**config.mk**
```make
export PLATFORM = sky130hd
export DESIGN_NAME = peripheral_axi4_master_burst_engine
export DESIGN_NICKNAME = d
export VERILOG_FILES = /design/src/rtl/peripheral_axi4_master_burst_engine.sv
export SDC_FILE = /design/constraint.sdc
export NUM_CORES = 1
export LEC_CHECK = 0
export ABC_AREA = 1
export CORE_AREA = 2 2 116 118
export DETAILED_ROUTE_END_ITERATION = 10
export DIE_AREA = 0 0 118 120
export DONT_BUFFER_PORTS = 1
export GPL_TIMING_DRIVEN = 0
export PLACE_DENSITY = 0.53
export SLEW_MARGIN = 30
export SYNTH_ARGS = -nofsm -noshare
export SYNTH_HDL_FRONTEND = slang
export SYNTH_SLANG_ARGS = --single-unit
```
**constraint.sdc**
```tcl
create_clock -name aclk -period 3.2 [get_ports aclk]
set_input_delay 0.32 -clock aclk [delete_from_list [all_inputs] [get_ports aclk]]
set_output_delay 0.32 -clock aclk [all_outputs]
set_load 0.005 [all_outputs]
```
**src/rtl/peripheral_axi4_master_burst_engine.sv**
```systemverilog
// Single-outstanding AXI4 master: one command becomes one INCR burst, with write
// data streamed in, read data streamed out, and a done pulse carrying the worst response.
module peripheral_axi4_master_burst_engine #(
  parameter int ADDR_W  = 32,
  parameter int DATA_W  = 32,
  parameter int ID_W    = 4,
  parameter int ID      = 0,
  parameter int MAX_LEN = 16
) (
  input  logic                  aclk,
  input  logic                  areset,
  input  logic                  cmd_valid,
  output logic                  cmd_ready,
  input  logic                  cmd_write,
  input  logic [ADDR_W-1:0]     cmd_addr,
  input  logic [7:0]            cmd_len,
  input  logic [DATA_W-1:0]     wr_data,
  input  logic [DATA_W/8-1:0]   wr_strb,
  input  logic                  wr_valid,
  output logic                  wr_ready,
  output logic [DATA_W-1:0]     rd_data,
  output logic                  rd_last,
  output logic                  rd_valid,
  input  logic                  rd_ready,
  output logic                  done,
  output logic [1:0]            err,
  output logic [ID_W-1:0]       awid,
  output logic [ADDR_W-1:0]     awaddr,
  output logic [7:0]            awlen,
  output logic [2:0]            awsize,
  output logic [1:0]            awburst,
  output logic                  awvalid,
  input  logic                  awready,
  output logic [DATA_W-1:0]     wdata,
  output logic [DATA_W/8-1:0]   wstrb,
  output logic                  wlast,
  output logic                  wvalid,
  input  logic                  wready,
  input  logic [1:0]            bresp,
  input  logic                  bvalid,
  output logic                  bready,
  output logic [ID_W-1:0]       arid,
  output logic [ADDR_W-1:0]     araddr,
  output logic [7:0]            arlen,
  output logic [2:0]            arsize,
  output logic [1:0]            arburst,
  output logic                  arvalid,
  input  logic                  arready,
  input  logic [DATA_W-1:0]     rdata,
  input  logic [1:0]            rresp,
  input  logic                  rlast,
  input  logic                  rvalid,
  output logic                  rready
);
  localparam int STRB_W = DATA_W / 8;
  localparam int SZ     = $clog2(STRB_W);

  typedef enum logic [2:0] {IDLE, WADDR, WDATA, WRESP, RADDR, RDATA, REJECT} state_t;

  state_t              state;
  logic [7:0]          cnt;
  logic [ADDR_W-1:0]   addr_q;
  logic [7:0]          len_q;
  logic [ADDR_W-1:0]   cmd_addr_al;
  logic [15:0]         burst_end;
  logic                illegal;
  logic                in_w, in_r, last_beat;
  logic [1:0]          r_err;

  // Byte offset one past the final beat within the 4 KB page; 16 bits covers 256 x 32 B.
  assign cmd_addr_al = cmd_addr & ~ADDR_W'(STRB_W - 1);
  assign burst_end   = {4'd0, cmd_addr_al[11:0]} + ({8'd0, cmd_len} + 16'd1) * 16'(STRB_W);
  assign illegal     = (int'(cmd_len) >= MAX_LEN) || (burst_end > 16'd4096);

  assign in_w      = (state == WDATA);
  assign in_r      = (state == RDATA);
  assign last_beat = (cnt == 8'd0);

  assign wvalid   = in_w & wr_valid;
  assign wr_ready = in_w & wready;
  assign wdata    = wr_data;
  assign wstrb    = wr_strb;
  assign wlast    = in_w & last_beat;

  assign rd_valid = in_r & rvalid;
  assign rready   = in_r & rd_ready;
  assign rd_data  = rdata;
  assign rd_last  = in_r & last_beat;

  assign awid    = ID_W'(ID);
  assign arid    = ID_W'(ID);
  assign awaddr  = addr_q;
  assign araddr  = addr_q;
  assign awlen   = len_q;
  assign arlen   = len_q;
  assign awsize  = 3'(SZ);
  assign arsize  = 3'(SZ);
  assign awburst = 2'b01;
  assign arburst = 2'b01;

  // A slave rlast that disagrees with our own beat count is reported as SLVERR.
  always_comb begin
    r_err = (rresp > err) ? rresp : err;
    if (rlast != last_beat) r_err = 2'b10;
  end

  always_ff @(posedge aclk or posedge areset) begin
    if (areset) begin
      state     <= IDLE;
      cmd_ready <= 1'b1;
      awvalid   <= 1'b0;
      arvalid   <= 1'b0;
      bready    <= 1'b0;
      done      <= 1'b0;
      err       <= 2'b00;
      addr_q    <= '0;
      len_q     <= 8'd0;
      cnt       <= 8'd0;
    end else begin
      done <= 1'b0;
      case (state)
        IDLE: begin
          if (!cmd_ready) begin
            cmd_ready <= 1'b1;
          end else if (cmd_valid) begin
            cmd_ready <= 1'b0;
            addr_q    <= cmd_addr_al;
            len_q     <= cmd_len;
            cnt       <= cmd_len;
            err       <= 2'b00;
            if (illegal) begin
              state <= REJECT;
              done  <= 1'b1;
              err   <= 2'b10;
            end else if (cmd_write) begin
              state   <= WADDR;
              awvalid <= 1'b1;
            end else begin
              state   <= RADDR;
              arvalid <= 1'b1;
            end
          end
        end
        REJECT: begin
          state     <= IDLE;
          cmd_ready <= 1'b1;
        end
        WADDR: if (awready) begin
          awvalid <= 1'b0;
          state   <= WDATA;
        end
        WDATA: if (wr_valid && wready) begin
          if (last_beat) begin
            state  <= WRESP;
            bready <= 1'b1;
          end else begin
            cnt <= cnt - 8'd1;
          end
        end
        WRESP: if (bvalid) begin
          bready <= 1'b0;
          err    <= bresp;
          done   <= 1'b1;
          state  <= IDLE;
        end
        RADDR: if (arready) begin
          arvalid <= 1'b0;
          state   <= RDATA;
        end
        RDATA: if (rvalid && rd_ready) begin
          err <= r_err;
          if (last_beat) begin
            done  <= 1'b1;
            state <= IDLE;
          end else begin
            cnt <= cnt - 8'd1;
          end
        end
        default: state <= IDLE;
      endcase
    end
  end
endmodule
```
==> Word-level counts from Yosys, hierarchy flattened <==
Index checks and enable logic that the tools add are counted.
{ "word_totals": {"ff_bits": 56, "inputBits": 124, "output_inout_bits": 179, "elab_cells": 112} }
{ "classes": {"n_addsub": 3, "magnitude_cmp": 3, "eq_ne": 20, "muxes": 52, "n_bitwise": 6, "n_reduce_logical": 18} }
{ "op_table": {"columns": ["op", "n"], "rows": [
  ["$mux 8", 5],
  ["$mux 3", 11],
  ["$pmux 8 s3", 1],
  ["$mux 1", 21],
  ["$pmux 3 s6", 1],
  ["$reduce_and 6->1", 3],
  ["$ne 2x2->1 const B", 8],
  ["$mux 2", 7],
  ["$add 12x11->13", 1],
  ["$gt 13x13->1 const B", 1],
  ["$add 8x1->9 const B", 1],
  ["$eq 3x3->1 const B", 3],
  ["$reduce_and 9->1", 1],
  ["$ge 8x5->1 const B", 1],
  ["$logic_not 8->1", 1],
  ["$ne 2x1->1 const B", 4],
  ["$pmux 1 s2", 4],
  ["$reduce_bool 2->1", 4],
  ["$sub 8x1->8 const B", 1],
  ["$and 1x1->1", 6],
  ["$eq 3x2->1 const B", 2],
  ["$pmux 2 s3", 1],
  ["$reduce_bool 3->1", 2],
  ["$reduce_and 5->1", 1],
  ["10 further kinds", 11]
]} }

==> Depth between registers and ports, before layout <==
Gate-level depths: netlist of run 1.
{ "depth": {"depth_word": 8, "depth_mapped": 20} }

==> Worst setup path before layout of run 1 <==
No wires, ideal clock.
{ "synth_timing": {"kind": "input -> register", "from": "input port cmd_len[0]", "to": "register state[1]", "setup_ns": 0.120, "arrival_time_ns": 2.403, "t_required_ns": 3.080, "slack_ns": 0.677, "stages": 20, "n_path_buf": 0, "cell_sequence": "ha_1 nand3_1 nor3_1 xor2_1 inv_1 ha_1 nand2_1 inv_1 a21oi_1 nand2_1 nand2_1 nand2_1 nor2_1 nand2_1 o21bai_2 nand2_2 nand2_4 nand3_1 nand2_1 nand2_1"} }
{ "synth_between": {"elab_chain_cells": 8, "word_cells_on_any_way": 9} }
{ "synth_lines": {"columns": ["item", "line", "text"], "rows": [
  ["from (decl)", "16", "input logic [7:0] cmd_len,"],
  ["$add 8x1->9", "72", "assign burst_end = {4'd0, cmd_addr_al[11:0]} + ({8'd0, cmd_len} + 16'd1) * 16'(STRB_W);"],
  ["$add 12x11->13", "72", null],
  ["$gt 13x13->1", "73", "assign illegal = (int'(cmd_len) >= MAX_LEN) || (burst_end > 16'd4096);"],
  ["$logic_or 1x1->1 (*)", "73", null],
  ["$mux 3 (*)", "131", "if (illegal) begin"],
  ["$mux 3 (*)", "125", "end else if (cmd_valid) begin"],
  ["$mux 3 (*)", "123", "if (!cmd_ready) begin"],
  ["$pmux 3 s6 (*)", "121", "case (state)"],
  ["to (signal assigned)", "132", "state <= REJECT;"],
  ["to (signal assigned)", "136", "state <= WADDR;"],
  ["to (signal assigned)", "139", "state <= RADDR;"],
  ["to (decl)", "60", "state_t state;"]
]} }
Every way passes the cells marked *; elsewhere a longest branch is shown, timed or not. The select of a mux whose other input is x is not followed.
A chain may end at the register's enable or synchronous reset.

==> Worst setup path after layout of run 1 <==
{ "layout_timing": {"from": "input port cmd_len[2]", "to": "register arvalid"} }
{ "layout_between": {"elab_chain_cells": 6, "word_cells_on_any_way": 7} }
{ "layout_lines": {"columns": ["item", "line", "text"], "rows": [
  ["$add 8x1->9", "72", null],
  ["$add 12x11->13", "72", null],
  ["$gt 13x13->1", "73", null],
  ["$logic_or 1x1->1 (*)", "73", null],
  ["$ne 2x2->1 (no line) (*)", null, null],
  ["$reduce_and 6->1 (no line) (*)", null, null],
  ["to (signal assigned)", "112", "arvalid <= 1'b0;"],
  ["to (signal assigned)", "140", "arvalid <= 1'b1;"],
  ["to (signal assigned)", "167", "arvalid <= 1'b0;"],
  ["to (decl)", "47", "output logic arvalid,"]
]} }
Every way passes the cells marked *; elsewhere a longest branch is shown, timed or not.

==> run summary, run 1 <==
Synth Cell Area = 4439 um2
Drt first-iter violations = 155
Final worst-path cycle share = 84.33%
Main synth FF type = sky130_fd_sc_hd__dfrtp_1
Worst-path clk slew = 70 ps
Share of the synthesized area in the top cell type = 31.00%
Yosys cell types = 44
Layout Area Growth over Synthesis = 10.68%
Startpoint of the most critical hold path = cmd_addr[19]
Critical path start-end classification = in2reg
Startpoint of the worst register-to-register path = cnt[0]$_DFFE_PP0P_
Yosys warns = 0
Worst hold path endpoint = araddr[19]$_DFFE_PP0P_
Routed wirelength normalized by instance count = 14.60 um
Placed Instances = 745
Transition at the pin with the smallest max-transition slack = 564.6 ps
Number of buffers added to fix hold violations after cts = 1
Endpoints failing hold = 0
Number of cells on the worst hold path = 1
Cell types occupying the most area after synthesis = sky130_fd_sc_hd__dfrtp_1, sky130_fd_sc_hd__buf_4, sky130_fd_sc_hd__nand2_1
Root Buffer Master = sky130_fd_sc_hd__clkbuf_16
Critical path fanouts, max = 6
Die Height = 120 um
Final net count = 718
Antenna-violating nets left = 0
R2R Setup Slk = 1110 ps
RSZ-0062 raised after global routing = no
Final weighted congestion in routability-driven placement = 0.8066
Proportion of synthesized chip area in sequential cells = 31.60%
Number of clock sinks seen by CTS = 56
LEAKAGE = 0.002657 uW
Number of global-route vias before repair = 3230
Count of instances resized after the clock tree is built = 0
Kind of cell with the highest combined delay on the critical path = simple AND/OR/NAND/NOR gates
Maximum number of pins on one net before global-route repair = 31
Number of synthesized register bits = 56
Number of input and output port buffers inserted = 0
Dominant cell type by area after synthesis = sky130_fd_sc_hd__dfrtp_1
HPWL after DPL = 9238 um
Number of pins with negative max-slew slack in the final report = 0
Standard cell with the maximum stage delay on the critical path = sky130_fd_sc_hd__nor3_1
List of cells traversed by the critical path = inv_1, nor3_1, nand3_1, nor3_1, xor2_1, ha_1, nand2_1, inv_1, a21oi_1, nand3_1, nand2_1, nand3_1, o21bai_2, nand2_2, nand2_4, nand3_1, nand2_1, nand2_1
Max_slew headroom = 62.01%
Total of max-cap violations = 0
Final setup vio count = 0
Setup repair bufs after CTS = 0
Total wire length after detailed routing = 11010 um
Placeable core area = 12980 um2
Number of flops mapped to enable cells by yosys = 0
Worst path max stage delay = 360 ps
Max Buffers Root-to-Sink = 2
Width of the die = 118 um
Number of buffers created by CTS = 5
Global-route wire length before repair = 16680 um
Overflow left after global routing = 0
Fraction of registers with async set/reset = 100.0%
Run status = finished clean
Clock tree from TritonCTS = done
Total I/O pin count = 303
Starting density of the core = 34.20%
Aggregate negative setup slack = 0 ps
Avg Vias per Cell = 4.476
CP bufs+invs = 2
Shortest clock period the worst path allows after layout = 2699 ps
Routed via count = 3375
Clock latency on the worst-skew pair = 310 ps
Min-delay worst type = in2reg
Antenna violations before repair = 0
Avg Cell Area, Syn = 8.101 um2
Data required, critical path = 3390 ps
Share of layout cells above drive strength 1 = 32.35%
Number of instances in the synthesized netlist = 548
Data arrival time at the worst-slack endpoint = 2890 ps
P per Cell Area = 775.7 nW/um2
Destination of the worst register-to-register timing path = cnt[1]$_DFFE_PP0P_
F_max = 370.6 MHz
Antenna fix cells = 0
Final Skew = 13.39 ps
Cell Count, Final, Fillers Out = 754
Kind of start point of the critical path = input pin
Clock H-tree levels = 2
Die ar. = 14160 um2
Cell depth of the worst flop-to-flop path = 11
TritonRoute pass-1 iters = 4
Critical Path Sink Type = flop
GRT Util Overall = 14.90%
# rows = 42
DRC errors left = 0
VDD IR-drop max = 0.3020 mV
[kinds of logic after synthesis]
logic type | after synthesis | share of synthesized area (%)
other | 2 | 0.1692
and+or+nand+nor | 182 | 17.98
AOI/OAI and AO/OA | 52 | 6.708
muxes | 29 | 8.202
buffers and inverters | 201 | 28.61
xor gates and xnor gates | 9 | 1.776
adders and majority gates | 17 | 4.961
DFF | 56 | 31.60
[routing by layer]
layer / vias to the layer above / track usage [%] / part of all wire, %
met5: - / 0 / 0
met4: 0 / 3.765 / 1.2
li1: 1644 / - / -
met2: 212 / 27.87 / 51
met1: 1507 / 16.20 / 38
met3: 12 / 4.800 / 9.7
[layout make-up]
type                            count  area [um2]
Timing Repair Buffer                2       30.03
Fill cell                        1332        8066
Clock inverter                      3       21.27
Sequential cell                    56        1403
Buffer                            134        1015
Tap cell                          176       220.2
Inverter                           67       257.7
Multi-Input combinational cell    311        1842
Clock buffer                        5       125.1
[metrics by stage]
stage / power, uW / setup slack [ps] / hold WS, ps / area, um2 / util (%)
floorplan: 2906 / 677.4 / 451.7 / 4514 / -
global placement: 3249 / 217.8 / 456.4 / 4735 / 36.48
global route: 4161 / 204.1 / 140.3 / 4913 / 37.85
detailed placement: 3277 / 188.3 / 207.2 / 4757 / 36.65
CTS: 3867 / 506.8 / 142.1 / 4913 / 37.85
finish: 3811 / 501.5 / 151.8 / 4913 / 37.85
[synth_stat cells (2+ instances only)]
cell,instances
sky130_fd_sc_hd__inv_2,4
sky130_fd_sc_hd__o21ai_0,24
sky130_fd_sc_hd__conb_1,2
sky130_fd_sc_hd__mux2_1,7
sky130_fd_sc_hd__o21ai_1,3
sky130_fd_sc_hd__mux2_2,12
sky130_fd_sc_hd__inv_1,61
sky130_fd_sc_hd__nor3_2,3
sky130_fd_sc_hd__xor2_1,8
sky130_fd_sc_hd__o21ai_2,2
sky130_fd_sc_hd__dfrtp_1,55
sky130_fd_sc_hd__a21oi_1,13
sky130_fd_sc_hd__nor2_2,3
sky130_fd_sc_hd__mux2_4,10
sky130_fd_sc_hd__nand2_1,98
sky130_fd_sc_hd__a31oi_1,2
sky130_fd_sc_hd__nand2_2,2
sky130_fd_sc_hd__o211ai_1,2
sky130_fd_sc_hd__buf_6,4
sky130_fd_sc_hd__nand3_1,22
sky130_fd_sc_hd__buf_4,128
sky130_fd_sc_hd__nor2_1,35
sky130_fd_sc_hd__nor3_1,5
sky130_fd_sc_hd__ha_1,16
sky130_fd_sc_hd__nand4_1,8
[placed cells by master (no fill, tap or decap), types with 2 or more instances in the layout]
cell type,count
sky130_fd_sc_hd__buf_4,128
sky130_fd_sc_hd__o21ai_0,24
sky130_fd_sc_hd__a31oi_1,2
sky130_fd_sc_hd__nand2_1,98
sky130_fd_sc_hd__nor3_2,3
sky130_fd_sc_hd__a21oi_1,13
sky130_fd_sc_hd__nor2_2,3
sky130_fd_sc_hd__nand2_2,2
sky130_fd_sc_hd__xor2_1,8
sky130_fd_sc_hd__o21ai_2,2
sky130_fd_sc_hd__o21ai_1,3
sky130_fd_sc_hd__inv_2,4
sky130_fd_sc_hd__inv_4,2
sky130_fd_sc_hd__clkinv_2,2
sky130_fd_sc_hd__nor3_1,5
sky130_fd_sc_hd__buf_6,4
sky130_fd_sc_hd__dfrtp_1,55
sky130_fd_sc_hd__conb_1,22
sky130_fd_sc_hd__inv_1,60
sky130_fd_sc_hd__nand3_1,22
sky130_fd_sc_hd__clkbuf_16,5
sky130_fd_sc_hd__mux2_4,10
sky130_fd_sc_hd__mux2_1,7
sky130_fd_sc_hd__nand4_1,8
sky130_fd_sc_hd__o211ai_1,2
sky130_fd_sc_hd__ha_1,16
sky130_fd_sc_hd__mux2_2,12
sky130_fd_sc_hd__nor2_1,35
[registers in the layout (all words and copies together), names as in the netlist]
signal,cells
araddr,30
arvalid,1
bready,1
done,1
state,3
arlen,8
err,2
cnt,8
cmd_ready,1
awvalid,1
[power by group]
| part | internal, uW | switching, uW |
|---|---|---|
| sequential | 1070 | 360 |
| combinational | 919 | 900 |
| clock | 292 | 271 |
[worst max-delay path by stage]
stage	from	endpoint	slack (ps)	depth (start not counted)
2_1_floorplan	cmd_len[0]	state[1]$_DFFE_PP0P_	680	20
3_3_place_gp	cmd_len[0]	state[1]$_DFFE_PP0P_	220	18
3_5_place_dp	cmd_len[0]	state[1]$_DFFE_PP0P_	190	18
4_1_cts	cmd_len[0]	state[1]$_DFFE_PP0P_	510	18
5_1_grt	cmd_len[0]	arvalid$_DFFE_PP0P_	200	18
6_report	cmd_len[2]	arvalid$_DFFE_PP0P_	500	18
Note: power is estimated with default switching activity, not from simulation.
==> run 2, diff against run 1 <==
- ABC_AREA: 1 -> 0
- clock period: 3.2 -> 2.55 ns (I/O delays scaled with it)
==> run summary, run 2 <==
Die ar. = 14160 um2
Cell types occupying the most area after synthesis = sky130_fd_sc_hd__dfrtp_1, sky130_fd_sc_hd__buf_4, sky130_fd_sc_hd__nand2_1
Routed via count = 3783
Synth Cell Area = 4429 um2
Total I/O pin count = 303
Kind of start point of the critical path = input pin
# rows = 42
Most repeated cell in the gate-level netlist after synthesis = sky130_fd_sc_hd__nand2_1
Commonest cells after routing, fill and taps aside = sky130_fd_sc_hd__nand2_1, sky130_fd_sc_hd__buf_4, sky130_fd_sc_hd__dfrtp_1, sky130_fd_sc_hd__nor2_1, sky130_fd_sc_hd__conb_1
Critical Path Sink Type = flop
TritonRoute pass-1 iters = 4
Worst-path clk slew = 80 ps
Transition at the pin with the smallest max-transition slack = 652.2 ps
Die Height = 120 um
Power after layout = 4248 uW
Share of the synthesized area in the top cell type = 31.07%
Number of global-route vias before repair = 3495
Max_slew headroom = 56.52%
RSZ-0062 raised after global routing = no
Multiplexer share of the synthesized area = 0.2260%
Combinational family with the most area after synthesis = buffers and inverters
Number of pins with negative max-slew slack in the final report = 0
Number of synthesized register bits = 56
Flip-flop count of the largest register, all copies and words added = 30
VDD IR-drop max = 0.3290 mV
Number of instances in the synthesized netlist = 559
Antenna fix cells = 0
Endpoints failing hold = 0
Main synth FF type = sky130_fd_sc_hd__dfrtp_1
Number of input and output port buffers inserted = 0
Data arrival time at the worst-slack endpoint = 2560 ps
Complex-gate fraction of the synthesized area = 13.81%
Clock tree from TritonCTS = done
Global-route wire length before repair = 18460 um
HPWL after DPL = 9755 um
Antenna violations before repair = 0
Final weighted congestion in routability-driven placement = 0.8684
Routed wirelength normalized by instance count = 15.82 um
Layout Area Growth over Synthesis = 12.18%
Most congested layer reported by global routing = met2
Most frequent cells after synthesis = sky130_fd_sc_hd__nand2_1, sky130_fd_sc_hd__buf_4, sky130_fd_sc_hd__dfrtp_1, sky130_fd_sc_hd__nor2_1, sky130_fd_sc_hd__o21ai_0
Yosys warns = 0
Avg Vias per Cell = 4.932
F_max = 419.4 MHz
Total of max-cap violations = 0
Fraction of registers with async set/reset = 100.0%
DRC errors left = 0
Clock latency on the worst-skew pair = 310 ps
Starting density of the core = 34.12%
LEAKAGE = 0.002516 uW
Number of clock sinks seen by CTS = 56
Width of the die = 118 um
Final setup vio count = 0
Final net count = 731
Final worst-path cycle share = 93.50%
GRT Util Overall = 16.40%
Min-delay worst type = in2reg
Share of synthesized cell area in full adder, half adder and majority cells = 4.972%
Met3 Usage GRT = 5.181%
Placeable core area = 12980 um2
Filler cell count in the final layout = 1325
Data required, critical path = 2720 ps
Overflow left after global routing = 0
Number of flops mapped to enable cells by yosys = 0
GR Util met1 = 19.88%
Run status = finished clean
Yosys cell types = 64
Avg Cell Area, Syn = 7.924 um2
Final Skew = 4.933 ps
Global routing usage on met2 = 28.13%
Critical path fanouts, max = 5
Shortest clock period the worst path allows after layout = 2384 ps
Simple-gate portion of the synthesized area = 22.88%
Drt first-iter violations = 252
Number of buffers created by CTS = 5
P per Cell Area = 855.1 nW/um2
Proportion of synthesized chip area in sequential cells = 31.67%
Clock H-tree levels = 2
Total wire length after detailed routing = 12140 um
Leading cell type in the layout, fill and taps excluded = sky130_fd_sc_hd__nand2_1
Hold WS = 45.47 ps
Root Buffer Master = sky130_fd_sc_hd__clkbuf_16
Antenna-violating nets left = 0
Maximum number of pins on one net before global-route repair = 42
Dominant cell type by area after synthesis = sky130_fd_sc_hd__dfrtp_1
Post-synthesis share of cell area spent on xor and xnor gates = 1.582%
Max Buffers Root-to-Sink = 2
Share of layout cells above drive strength 1 = 27.41%
Critical path start-end classification = in2reg
-- run 2: cell types whose count changed in the layout (fill, tap and decap cells not counted), moves of 8 or more --
| cell | previous run | this run |
|---|---|---|
| sky130_fd_sc_hd__mux2_2 | 12 | 0 |
| sky130_fd_sc_hd__a21oi_1 | 13 | 21 |
| sky130_fd_sc_hd__nand2_1 | 98 | 134 |
| sky130_fd_sc_hd__mux2_4 | 10 | 0 |
| sky130_fd_sc_hd__inv_1 | 60 | 19 |
| sky130_fd_sc_hd__nand3_1 | 22 | 10 |
| sky130_fd_sc_hd__clkbuf_1 | 1 | 14 |
-- run 2: worst max-delay path, cell delays in order --
cell	delay, ps
sky130_fd_sc_hd__and3_1	130
sky130_fd_sc_hd__nand3_1	100
sky130_fd_sc_hd__or2_2	320
sky130_fd_sc_hd__xnor2_1	230
sky130_fd_sc_hd__ha_1	300
sky130_fd_sc_hd__o21ai_1	140
sky130_fd_sc_hd__or2_2	150
sky130_fd_sc_hd__mux2i_2	80
sky130_fd_sc_hd__a211o_1	270
sky130_fd_sc_hd__o41ai_4	280
sky130_fd_sc_hd__buf_4	190
sky130_fd_sc_hd__o221ai_1	110
-- run 2: cells by family (layout without fill, tap and decap cells) --
group	count (synthesis)	count (layout)
multiplexers	1	1
AND/OR/NAND/NOR	223	223
buffers and inverters	163	175
other	2	22
adder cells (fa/ha/maj)	17	17
XOR/XNOR	8	8
flip-flops	56	56
AO/OA/AOI/OAI	89	89
-- run 2: worst paths after layout --
check	startpoint	cells past startpoint	end	slack (ps)
worst max register to register	state[1]$_DFFE_PP0P_	7	cnt[4]$_DFFE_PP0P_	240
worst min register to register	cnt[0]$_DFFE_PP0P_	1	cnt[0]$_DFFE_PP0P_	520
min in group asynchronous	areset	2	araddr[15]$_DFFE_PP0P_	380
worst min-delay path	cmd_write	1	state[2]$_DFFE_PP0P_	50
worst max-delay path	cmd_len[1]	12	err[1]$_DFFE_PP0P_	170
max in group asynchronous	areset	3	cnt[2]$_DFFE_PP0P_	1690
-- run 2: timing repair --
action,CTS,global route
cloned,0,0
pin swaps,1,1
endpoints found under the setup margin,5,17
buffers inserted,1,1
hold endpoints to repair,14,0
hold buffers,1,0
resized for setup,0,14
-- run 2: final cells by class --
type / count / area (um2) / share of cell area, %
multi-input combinational: 360 / 2053 / 41.32
clock buffer: 7 / 132.6 / 2.669
inverter: 20 / 77.57 / 1.561
tap: 176 / 220.2 / 4.432
sequential: 56 / 1403 / 28.23
buffer: 143 / 1021 / 20.55
timing repair buffer: 4 / 52.55 / 1.058
clock inverter: 1 / 8.758 / 0.1763
-- run 2: power breakdown --
group	internal (uW)	leakage, uW	switching (uW)
clock network	369	0.0000681	344
logic	886	0.00175	929
registers	1280	0.000697	438
total	2540	0.00252	1710
-- run 2: routing by layer --
layer / wire length, um / part of all wire [%]
met1: 4847 / 40
met2: 6043 / 50
met3: 1118 / 9.2
met4: 127 / 1.0
met5: 0 / 0
-- run 2: per-stage QoR --
step | TNS [ps] | instances | utilization, % | cell area, um2 | worst slack [ps]
2_1_floorplan | 0 | 579 | - | 4504 | 17.74
3_3_place_gp | -2252 | 755 | 36.40 | 4725 | -436.2
3_5_place_dp | -2211 | 756 | 36.63 | 4755 | -417.5
4_1_cts | 0 | 766 | 37.85 | 4913 | 19.37
5_1_grt | 0 | 767 | 38.28 | 4969 | 7.328
6_report | 0 | 767 | 38.28 | 4969 | 165.7
==> run 3, diff against run 2 <==
- GPL_TIMING_DRIVEN: 0 -> unset
- clock period: 2.55 -> 2.9 ns (I/O delays scaled with it)
==> run summary, run 3 (synthesis gave the netlist of run 2 again) <==
Min-delay worst type = in2reg
Layout Area Growth over Synthesis = -10.90%
Avg Vias per Cell = 5.150
LEAKAGE = 0.001875 uW
Maximum number of pins on one net before global-route repair = 42
Starting density of the core = 34.12%
Transition at the pin with the smallest max-transition slack = 650.1 ps
Critical path fanouts, max = 7
Setup repair bufs after CTS = 0
HPWL after DPL = 8290 um
Critical Path Sink Type = flop
Standard cell with the maximum stage delay on the critical path = sky130_fd_sc_hd__ha_1
Flip-flop count of the largest register, all copies and words added = 30
Width of the die = 118 um
Run status = finished clean
Placeable core area = 12980 um2
Number of buffers added to fix hold violations after cts = 1
Max Buffers Root-to-Sink = 2
Overflow left after global routing = 0
Aggregate negative setup slack = 0 ps
Critical path start-end classification = in2reg
Antenna-violating nets left = 0
Final worst-path cycle share = 85.63%
Routed wirelength normalized by instance count = 17.12 um
Kind of cell with the highest combined delay on the critical path = compound AO/OA/AOI/OAI gates
Net switching power figure = 1378 uW
Count of instances resized after the clock tree is built = 0
Antenna fix cells = 0
Max_slew headroom = 56.11%
Combinational Power Share = 31.9%
Final net count = 596
TritonRoute pass-1 iters = 4
Number of global-route vias before repair = 3174
Number of cells on the worst hold path = 1
P per Cell Area = 826.2 nW/um2
VDD IR-drop max = 0.3405 mV
Worst-path clk slew = 80 ps
Final weighted congestion in routability-driven placement = 0.8136
Kind of start point of the critical path = input pin
List of cells traversed by the critical path = ha_1, nand3_1, nor2_1, xor2_1, ha_1, o21ai_0, or2_2, mux2i_1, a211o_1, o41ai_4, buf_4, o221ai_1
Final Skew = 10.07 ps
Die Height = 120 um
Number of clock sinks seen by CTS = 56
Antenna violations before repair = 0
Cell Count, Final, Fillers Out = 632
Clock latency on the worst-skew pair = 310 ps
Int Power = 1883 uW
Share of layout cells above drive strength 1 = 7.237%
Clock tree from TritonCTS = done
Die ar. = 14160 um2
R2R Setup Slk = 560 ps
Number of buffers created by CTS = 5
Routed via count = 3255
Startpoint of the worst register-to-register path = cnt[0]$_DFFE_PP0P_
Clk pwr share = 19.1%
Power share of the sequential group = 49.0%
Root Buffer Master = sky130_fd_sc_hd__clkbuf_16
Number of pins with negative max-slew slack in the final report = 0
DRC errors left = 0
Drt first-iter violations = 136
RSZ-0062 raised after global routing = no
Destination of the worst register-to-register timing path = state[0]$_DFFE_PP0P_
Worst hold path endpoint = state[2]$_DFFE_PP0P_
Switching share of power = 42.26%
Total of max-cap violations = 0
Global-route wire length before repair = 16910 um
CP bufs+invs = 1
F_max = 402.7 MHz
Data required, critical path = 3070 ps
Leading cell type in the layout, fill and taps excluded = sky130_fd_sc_hd__nand2_1
Worst path max stage delay = 340 ps
Startpoint of the most critical hold path = cmd_write
Placed Instances = 623
Clock H-tree levels = 2
Commonest cells after routing, fill and taps aside = sky130_fd_sc_hd__nand2_1, sky130_fd_sc_hd__dfrtp_1, sky130_fd_sc_hd__nor2_1, sky130_fd_sc_hd__o21ai_0, sky130_fd_sc_hd__conb_1
Data arrival time at the worst-slack endpoint = 2660 ps
Cell depth of the worst flop-to-flop path = 8
Total I/O pin count = 303
Final setup vio count = 0
GRT Util Overall = 15.24%
Shortest clock period the worst path allows after layout = 2483 ps
Total wire length after detailed routing = 10820 um
Number of input and output port buffers inserted = 0
# rows = 42
Endpoints failing hold = 0
Top cell by count, worst path = sky130_fd_sc_hd__ha_1
run 3: layer usage:
layer | up-vias | global-route usage (%) | wire length (um)
met5 | - | 0 | 0
met4 | 0 | 7.229 | 365
met3 | 32 | 5.656 | 1010
met2 | 176 | 25.11 | 4968
met1 | 1527 | 17.54 | 4474
li1 | 1520 | - | -
run 3: area by class of cell:
type	count	area (um2)
multi-input cells	360	2014
fillers	1429	9034
flip-flops and latches	56	1403
inverters	20	75.07
repair buffers	12	92.59
clock inverters	1	8.758
well taps	176	220.2
clock buffers	7	132.6
run 3: through the flow:
step,setup slack [ps],utilization [%],area (um2),hold slack [ps],power [uW]
2_1_floorplan,332.7,-,4504,392.3,2734
3_3_place_gp,90.88,29.24,3795,275.1,2615
3_5_place_dp,89.71,29.24,3795,283.8,2654
4_1_cts,402.1,30.40,3946,64.36,3299
5_1_grt,206.0,30.40,3946,69.92,3554
6_report,416.7,30.40,3946,75.56,3261
run 3: power groups by stage:
| stage | logic (uW) | clock network, uW | registers [uW] |
|---|---|---|---|
| 6_report | 1040 | 623 | 1600 |
| 5_1_grt | 1210 | 679 | 1660 |
| 4_1_cts | 1050 | 649 | 1600 |
| 3_5_place_dp | 1040 | 0 | 1620 |
| 3_3_place_gp | 1010 | 0 | 1610 |
| 2_1_floorplan | 1330 | 0 | 1410 |
run 3: worst max-delay path by stage:
stage                     from                  to  slack (ps)  cells after the start
finish              cmd_len[0]  err[1]$_DFFE_PP0P_         420                     12
CTS                 cmd_len[0]  err[1]$_DFFE_PP0P_         400                     12
global route        cmd_len[0]  err[1]$_DFFE_PP0P_         210                     12
global placement    cmd_len[0]  err[1]$_DFFE_PP0P_          90                     12
detailed placement  cmd_len[0]  err[1]$_DFFE_PP0P_          90                     12
floorplan           cmd_len[1]  err[1]$_DFFE_PP0P_         330                     11
run 3: worst reg2reg max path, stage by stage, from the launching register on:
cell	delay [ps]
sky130_fd_sc_hd__dfrtp_1	420
sky130_fd_sc_hd__inv_1	70
sky130_fd_sc_hd__ha_1	190
sky130_fd_sc_hd__or3b_2	530
sky130_fd_sc_hd__o31a_1	340
sky130_fd_sc_hd__nor4b_1	360
sky130_fd_sc_hd__o31ai_1	120
sky130_fd_sc_hd__a21oi_1	140
sky130_fd_sc_hd__nor4bb_1	70
